`src/rtl/led_pkg.sv`:
```
// Shared encodings for the LED pattern generator: pattern modes and bounce direction.
package led_pkg;

    typedef enum logic [1:0] {
        MODE_PULSE  = 2'b00,
        MODE_TOGGLE = 2'b01,
        MODE_WALK   = 2'b10,
        MODE_BOUNCE = 2'b11
    } mode_e;

    // "Right" moves the lit LED toward the LSB.
    localparam logic DIR_RIGHT = 1'b0;
    localparam logic DIR_LEFT  = 1'b1;

endpackage

```
`src/rtl/led_tick_cnt.sv`:
```
// Tick counter with a greater-or-equal period compare; flags the wrapping tick
// combinationally (step_o) and as a registered one-cycle pulse (wrap_o).
module led_tick_cnt #(
    parameter int CNT_W = 10
) (
    input  logic             clk_i,
    input  logic             rst_i,
    input  logic             en_i,
    input  logic             tick_i,
    input  logic [CNT_W-1:0] period_i,
    output logic             step_o,
    output logic             wrap_o
);

    logic [CNT_W-1:0] cnt_q;
    logic [CNT_W-1:0] cnt_d;
    logic [CNT_W-1:0] last_s;
    logic             hit_s;
    logic             wrap_q;

    // Terminal count and next count; a period of 0 behaves like 1.
    always_comb begin
        last_s = (period_i == '0) ? '0 : (period_i - CNT_W'(1));
        hit_s  = en_i & tick_i & (cnt_q >= last_s);
        if (!en_i) begin
            cnt_d = '0;
        end else if (hit_s) begin
            cnt_d = '0;
        end else if (tick_i) begin
            cnt_d = cnt_q + CNT_W'(1);
        end else begin
            cnt_d = cnt_q;
        end
    end

    // Counter and wrap pulse registers.
    always_ff @(posedge clk_i) begin
        if (rst_i) begin
            cnt_q  <= '0;
            wrap_q <= 1'b0;
        end else begin
            cnt_q  <= cnt_d;
            wrap_q <= hit_s;
        end
    end

    assign step_o = hit_s;
    assign wrap_o = wrap_q;

endmodule

```
`src/rtl/led_pattern_gen.sv`:
```
// LED pattern generator: PULSE / TOGGLE / WALK / BOUNCE patterns stepped once per
// period of time-base ticks, with registered, polarity-selectable LED drive.
module led_pattern_gen
    import led_pkg::*;
#(
    parameter int N_LED      = 8,
    parameter int CNT_W      = 10,
    parameter int ACTIVE_LOW = 1
) (
    input  logic             i_clk,
    input  logic             i_rst,
    input  logic             i_pls_1k,
    input  logic             i_go,
    input  logic [1:0]       i_mode,
    input  logic [CNT_W-1:0] i_period,
    output logic [N_LED-1:0] o_led_on,
    output logic             o_wrap
);

    localparam logic [N_LED-1:0] MSB_ONE = N_LED'(1) << (N_LED - 1);

    logic             start_q;
    logic             active_q;
    logic             first_s;
    logic             step_s;
    logic             wrap_s;
    mode_e            mode_q;
    mode_e            mode_d;
    mode_e            mode_in_s;
    logic             dir_q;
    logic             dir_d;
    logic [N_LED-1:0] pattern_q;
    logic [N_LED-1:0] pattern_d;
    logic [N_LED-1:0] led_q;
    logic [N_LED-1:0] led_d;

    led_tick_cnt #(
        .CNT_W (CNT_W)
    ) u_tick_cnt (
        .clk_i    (i_clk),
        .rst_i    (i_rst),
        .en_i     (start_q),
        .tick_i   (i_pls_1k),
        .period_i (i_period),
        .step_o   (step_s),
        .wrap_o   (wrap_s)
    );

    // Run-state register: start_q is RUN, active_q marks that RUN was already entered.
    always_ff @(posedge i_clk) begin
        if (i_rst) begin
            start_q  <= 1'b0;
            active_q <= 1'b0;
        end else begin
            start_q  <= i_go;
            active_q <= start_q;
        end
    end

    // Next pattern, direction and latched mode.
    always_comb begin
        first_s   = start_q & ~active_q;
        mode_in_s = mode_e'(i_mode);
        pattern_d = pattern_q;
        dir_d     = dir_q;
        mode_d    = mode_q;
        if (!start_q) begin
            pattern_d = '0;
            dir_d     = DIR_RIGHT;
        end else if (first_s || (step_s && (mode_in_s != mode_q))) begin
            mode_d    = mode_in_s;
            dir_d     = DIR_RIGHT;
            pattern_d = ((mode_in_s == MODE_WALK) || (mode_in_s == MODE_BOUNCE)) ? MSB_ONE : '0;
        end else if (step_s) begin
            case (mode_q)
                MODE_PULSE:  pattern_d = MSB_ONE;
                MODE_TOGGLE: pattern_d = ~pattern_q;
                MODE_WALK:   pattern_d = (pattern_q >> 1) | (pattern_q << (N_LED - 1));
                MODE_BOUNCE: begin
                    if (N_LED == 1) begin
                        pattern_d = pattern_q;
                    end else if (dir_q == DIR_RIGHT) begin
                        // At an end the LED turns back immediately so each end is lit one step.
                        if (pattern_q[0]) begin
                            pattern_d = pattern_q << 1;
                            dir_d     = DIR_LEFT;
                        end else begin
                            pattern_d = pattern_q >> 1;
                        end
                    end else begin
                        if (pattern_q[N_LED-1]) begin
                            pattern_d = pattern_q >> 1;
                            dir_d     = DIR_RIGHT;
                        end else begin
                            pattern_d = pattern_q << 1;
                        end
                    end
                end
                default:     pattern_d = '0;
            endcase
        end else if (mode_q == MODE_PULSE) begin
            pattern_d = '0;
        end else begin
            pattern_d = pattern_q;
        end
    end

    // Output drive polarity.
    always_comb begin
        if (ACTIVE_LOW != 0) begin
            led_d = ~pattern_d;
        end else begin
            led_d = pattern_d;
        end
    end

    // Pattern state and registered LED drive.
    always_ff @(posedge i_clk) begin
        if (i_rst) begin
            pattern_q <= '0;
            dir_q     <= DIR_RIGHT;
            mode_q    <= MODE_PULSE;
            led_q     <= (ACTIVE_LOW != 0) ? '1 : '0;
        end else begin
            pattern_q <= pattern_d;
            dir_q     <= dir_d;
            mode_q    <= mode_d;
            led_q     <= led_d;
        end
    end

    assign o_led_on = led_q;
    assign o_wrap   = wrap_s;

endmodule

```
`config.mk`:
```
export PLATFORM = sky130hd
export DESIGN_NAME = led_pattern_gen
export DESIGN_NICKNAME = d
export VERILOG_FILES = /design/src/rtl/led_pkg.sv /design/src/rtl/led_tick_cnt.sv /design/src/rtl/led_pattern_gen.sv
export SDC_FILE = /design/constraint.sdc
export NUM_CORES = 1
export LEC_CHECK = 0
export ABC_CLOCK_PERIOD_IN_PS = 8050
export CORE_ASPECT_RATIO = 1.1
export CORE_MARGIN = 10
export CORE_UTILIZATION = 30
export DETAILED_ROUTE_END_ITERATION = 7
export DONT_BUFFER_PORTS = 1
export PLACE_DENSITY = 0.49
export SYNTH_ARGS = -nofsm -noshare
export SYNTH_HDL_FRONTEND = slang
export SYNTH_SLANG_ARGS = --single-unit
```
`constraint.sdc`:
```
create_clock -name i_clk -period 8.05 [get_ports i_clk]
set_clock_uncertainty 0.2 [all_clocks]
set_input_delay 2.0125 -clock i_clk [delete_from_list [all_inputs] [get_ports i_clk]]
set_output_delay 2.0125 -clock i_clk [all_outputs]
set_load 0.01 [all_outputs]
```
==> metrics.cfg <==
[clock_tree]
cts.sinks = 32
post-cts-setup-buffers = 0
htreeDepth = 2
cts_tree = done
cts_hold_buf = 0
path_clk_slew_ps = 60
cts_root_buf = clkbuf_8
cts_buffers = 5
clkLatencyLatePin_ps = 290
clock_path_buffers = 2
cts-resized-gates = 0

[placement]
hpwlAfterDp_mm = 3.450
dp_slack_ps = 2583
gp_congestion = 0.7384
io_buffers = 0

[die]
start_util_pct = 30.50
die_area_mm2 = 0.01085
core_mm2 = 0.006967
die_h_um = 108.3
rows = 32
io_pins = 25
die-width_um = 100.2

[setup_path]
required_ps = 7980
cp-end-kind = flip-flop
critPathBufInv = 0
cp-start-kind = input port
cp_top_family = simple AND/OR/NAND/NOR gates
cp.depth = 10
path_cells = or4_1 -> nor2_1 -> nand4b_1 -> and2_1 -> ha_1 -> nand2b_4 -> a211oi_4 -> nor4_4 -> nor4_4 -> o2111ai_1
arrival_ps = 5080
rr_worst_depth = 5
cpMostUsedCell = nor4_4
path_max_fanout = 15
setup.worst_path.class = input port to flip-flop
critPathMaxStageDelay_ps = 700
crit_slowest_cell = nor4_4

[power]
power_density_mw_per_mm2 = 143.5
p_leak_uw = 0.0008496
ir_drop_v = 0.00005885

[sta]
setup_slack_ps = 2900
fmax_mhz = 194.2
final-hold-violation-count = 0
min_period_over_period_pct = 63.98
min_period_ps = 5150
setup_violations = 0
tns_ps = 0
relSlewSlack_pct = 43.66
tightestPinTransition_ps = 843.9
fin_hold_ws_ps = 330.1
rsz0062_at_grt = no
maxSlewViolCount = 0

[global_route]
antenna_found_initial = 0
grt_pass1_wl_mm = 7.935
grtUsageTotal_pct = 8.940
grt.busiest_layer = met2
gr-total-overflow = 0
use_met2_pct = 14.38
use_met1_pct = 10.65
first_global_vias = 1642
grt_max_degree = 28
met3_usage_pct = 3.063

[outcome]
outcome = finished, final reports clean

[finish]
syn_to_final_growth_pct = 6.125
antenna_cells = 0
drive_above_1_share_pct = 11.21
fin_util_pct = 32.36
nets = 260
nFillCells = 751

[detailed_routing]
routed_via_density = 5.268
wirelength_mm = 4.684
wl_per_cell_um = 14.78
drtIter0Drc = 27
drcViolationCount = 0
drtPass1Iterations = 6
antenna_left = 0
num_vias = 1670

[logic_synthesis]
synth_top_area_share_pct = 30.15
ys_seq_area_share_pct = 30.15
synth-edff-count = 0
avgSynthCellArea_um2 = 9.002
synthCells = 236
async_flop_share_pct = 0
syn_area_mm2 = 0.002125
yosysTopAreaCell = dfxtp_1
synth.area.top_cells = dfxtp_1 30%, ha_1 7.7%, xor2_1 5.8%
yosysUniqueCellTypes = 55
synth_warnings = 0
syn_nets = 265
ys.flop_type = dfxtp_1
ys_ff_latch = 32

[job]
maxCapViolations = 0

[worst_hold_path]
hold_class = flip-flop to flip-flop
holdPathStages = 2

[cells by family (layout without fill, tap and decap cells)]
logic type / after synthesis / count (layout) / share of synthesized area, %
AND/OR/NAND/NOR: 95 / 95 / 25.44
AO/OA/AOI/OAI: 57 / 57 / 22.97
flip-flops: 32 / 32 / 30.15
XOR/XNOR: 18 / 18 / 7.420
buffers and inverters: 16 / 12 / 3.945
adder cells (fa/ha/maj): 13 / 13 / 7.656
multiplexers: 5 / 5 / 2.415
[power breakdown]
part | total, uW | internal [uW] | leakage, uW | switching (uW)
Combinational | 30.2 | 13.1 | 0.000540 | 17.1
Sequential | 164 | 160 | 0.000259 | 4.06
Clock | 130 | 68.2 | 0.0000510 | 61.5
[cells in the final DEF, fill, tap and decap left out, types with 2 or more instances in the layout]
cell type	n
a21o_1	2
a21oi_1	8
clkbuf_8	6
clkinv_2	2
dfxtp_1	32
ha_1	13
inv_1	4
mux2i_1	4
nand2_1	20
nand2b_1	8
nand3_1	11
nand3b_1	2
nand4_1	4
nor2_1	23
nor2b_1	4
nor3_1	4
nor4_1	2
nor4_4	2
o2111a_1	7
o2111ai_1	7
o211ai_1	5
o21ai_0	11
o31a_1	2
or2_2	2
or3_1	2
or4_1	2
xnor2_1	4
xor2_1	14
[state kept, by name (all words and copies together) (netlist names)]
name and flops:
active_q 1, pattern_q 8, mode_q 2, u_tick_cnt.cnt_q 10, dir_q 1, u_tick_cnt.wrap_o 1
o_led_on 8, start_q 1
[per-layer routing]
layer,wire length (um),share of wire (%)
met5,0,0
met4,76,1.6
met3,332,7.1
met2,2165,46
met1,2109,45
[worst reg2reg max path, stage by stage, from the launching register on]
cell and delay (ps):
dfxtp_1 870, xor2_1 220, nor2_4 230, o21bai_2 110, nor4_4 740, o2111ai_1 220
[metrics by stage]
stage	instances	total power [uW]	instance area (um^2)
2_1_floorplan	236	194.6	2125
3_3_place_gp	309	197.6	2162
3_5_place_dp	309	197.6	2162
4_1_cts	317	328.8	2255
5_1_grt	317	341.8	2255
6_report	317	323.6	2255
[area by class of cell]
| type | count | area [um^2] | area share (%) |
|---|---|---|---|
| Clock buffer | 6 | 82.58 | 3.663 |
| Sequential cell | 32 | 640.6 | 28.41 |
| Tap cell | 85 | 106.4 | 4.717 |
| Multi-Input combinational cell | 188 | 1400 | 62.10 |
| Inverter | 4 | 15.01 | 0.6659 |
| Clock inverter | 2 | 10.01 | 0.4440 |
[cell usage after synthesis (2+ instances only)]
| cell type | count |
|---|---|
| mux2i_1 | 4 |
| nand2b_1 | 8 |
| nor4_1 | 2 |
| inv_1 | 4 |
| o31a_1 | 2 |
| or3_1 | 2 |
| o21ai_0 | 11 |
| buf_6 | 2 |
| dfxtp_1 | 32 |
| xnor2_1 | 4 |
| xor2_1 | 14 |
| nand3b_1 | 2 |
| nand2_1 | 20 |
| nor3_1 | 4 |
| nor2_1 | 23 |
| nor4_4 | 2 |
| o2111a_1 | 7 |
| nand4_1 | 4 |
| clkbuf_1 | 7 |
| or2_2 | 2 |
| nor2b_1 | 4 |
| a21oi_1 | 8 |
| buf_4 | 2 |
| or4_1 | 2 |
| ha_1 | 13 |
| o211ai_1 | 5 |
| nand3_1 | 11 |
| a21o_1 | 2 |
| o2111ai_1 | 7 |
[final timing paths]
| path | from | end | slack, ps |
|---|---|---|---|
| worst min register to register | u_tick_cnt.cnt_q[9] | u_tick_cnt.cnt_q[9] | 330 |
| worst min-delay path | u_tick_cnt.cnt_q[9] | u_tick_cnt.cnt_q[9] | 330 |
| worst max-delay path | i_period[7] | o_led_on[4] | 2900 |
| worst max register to register | mode_q[1] | o_led_on[4] | 5300 |
No activity file was read; power rests on OpenSTA's default activity.
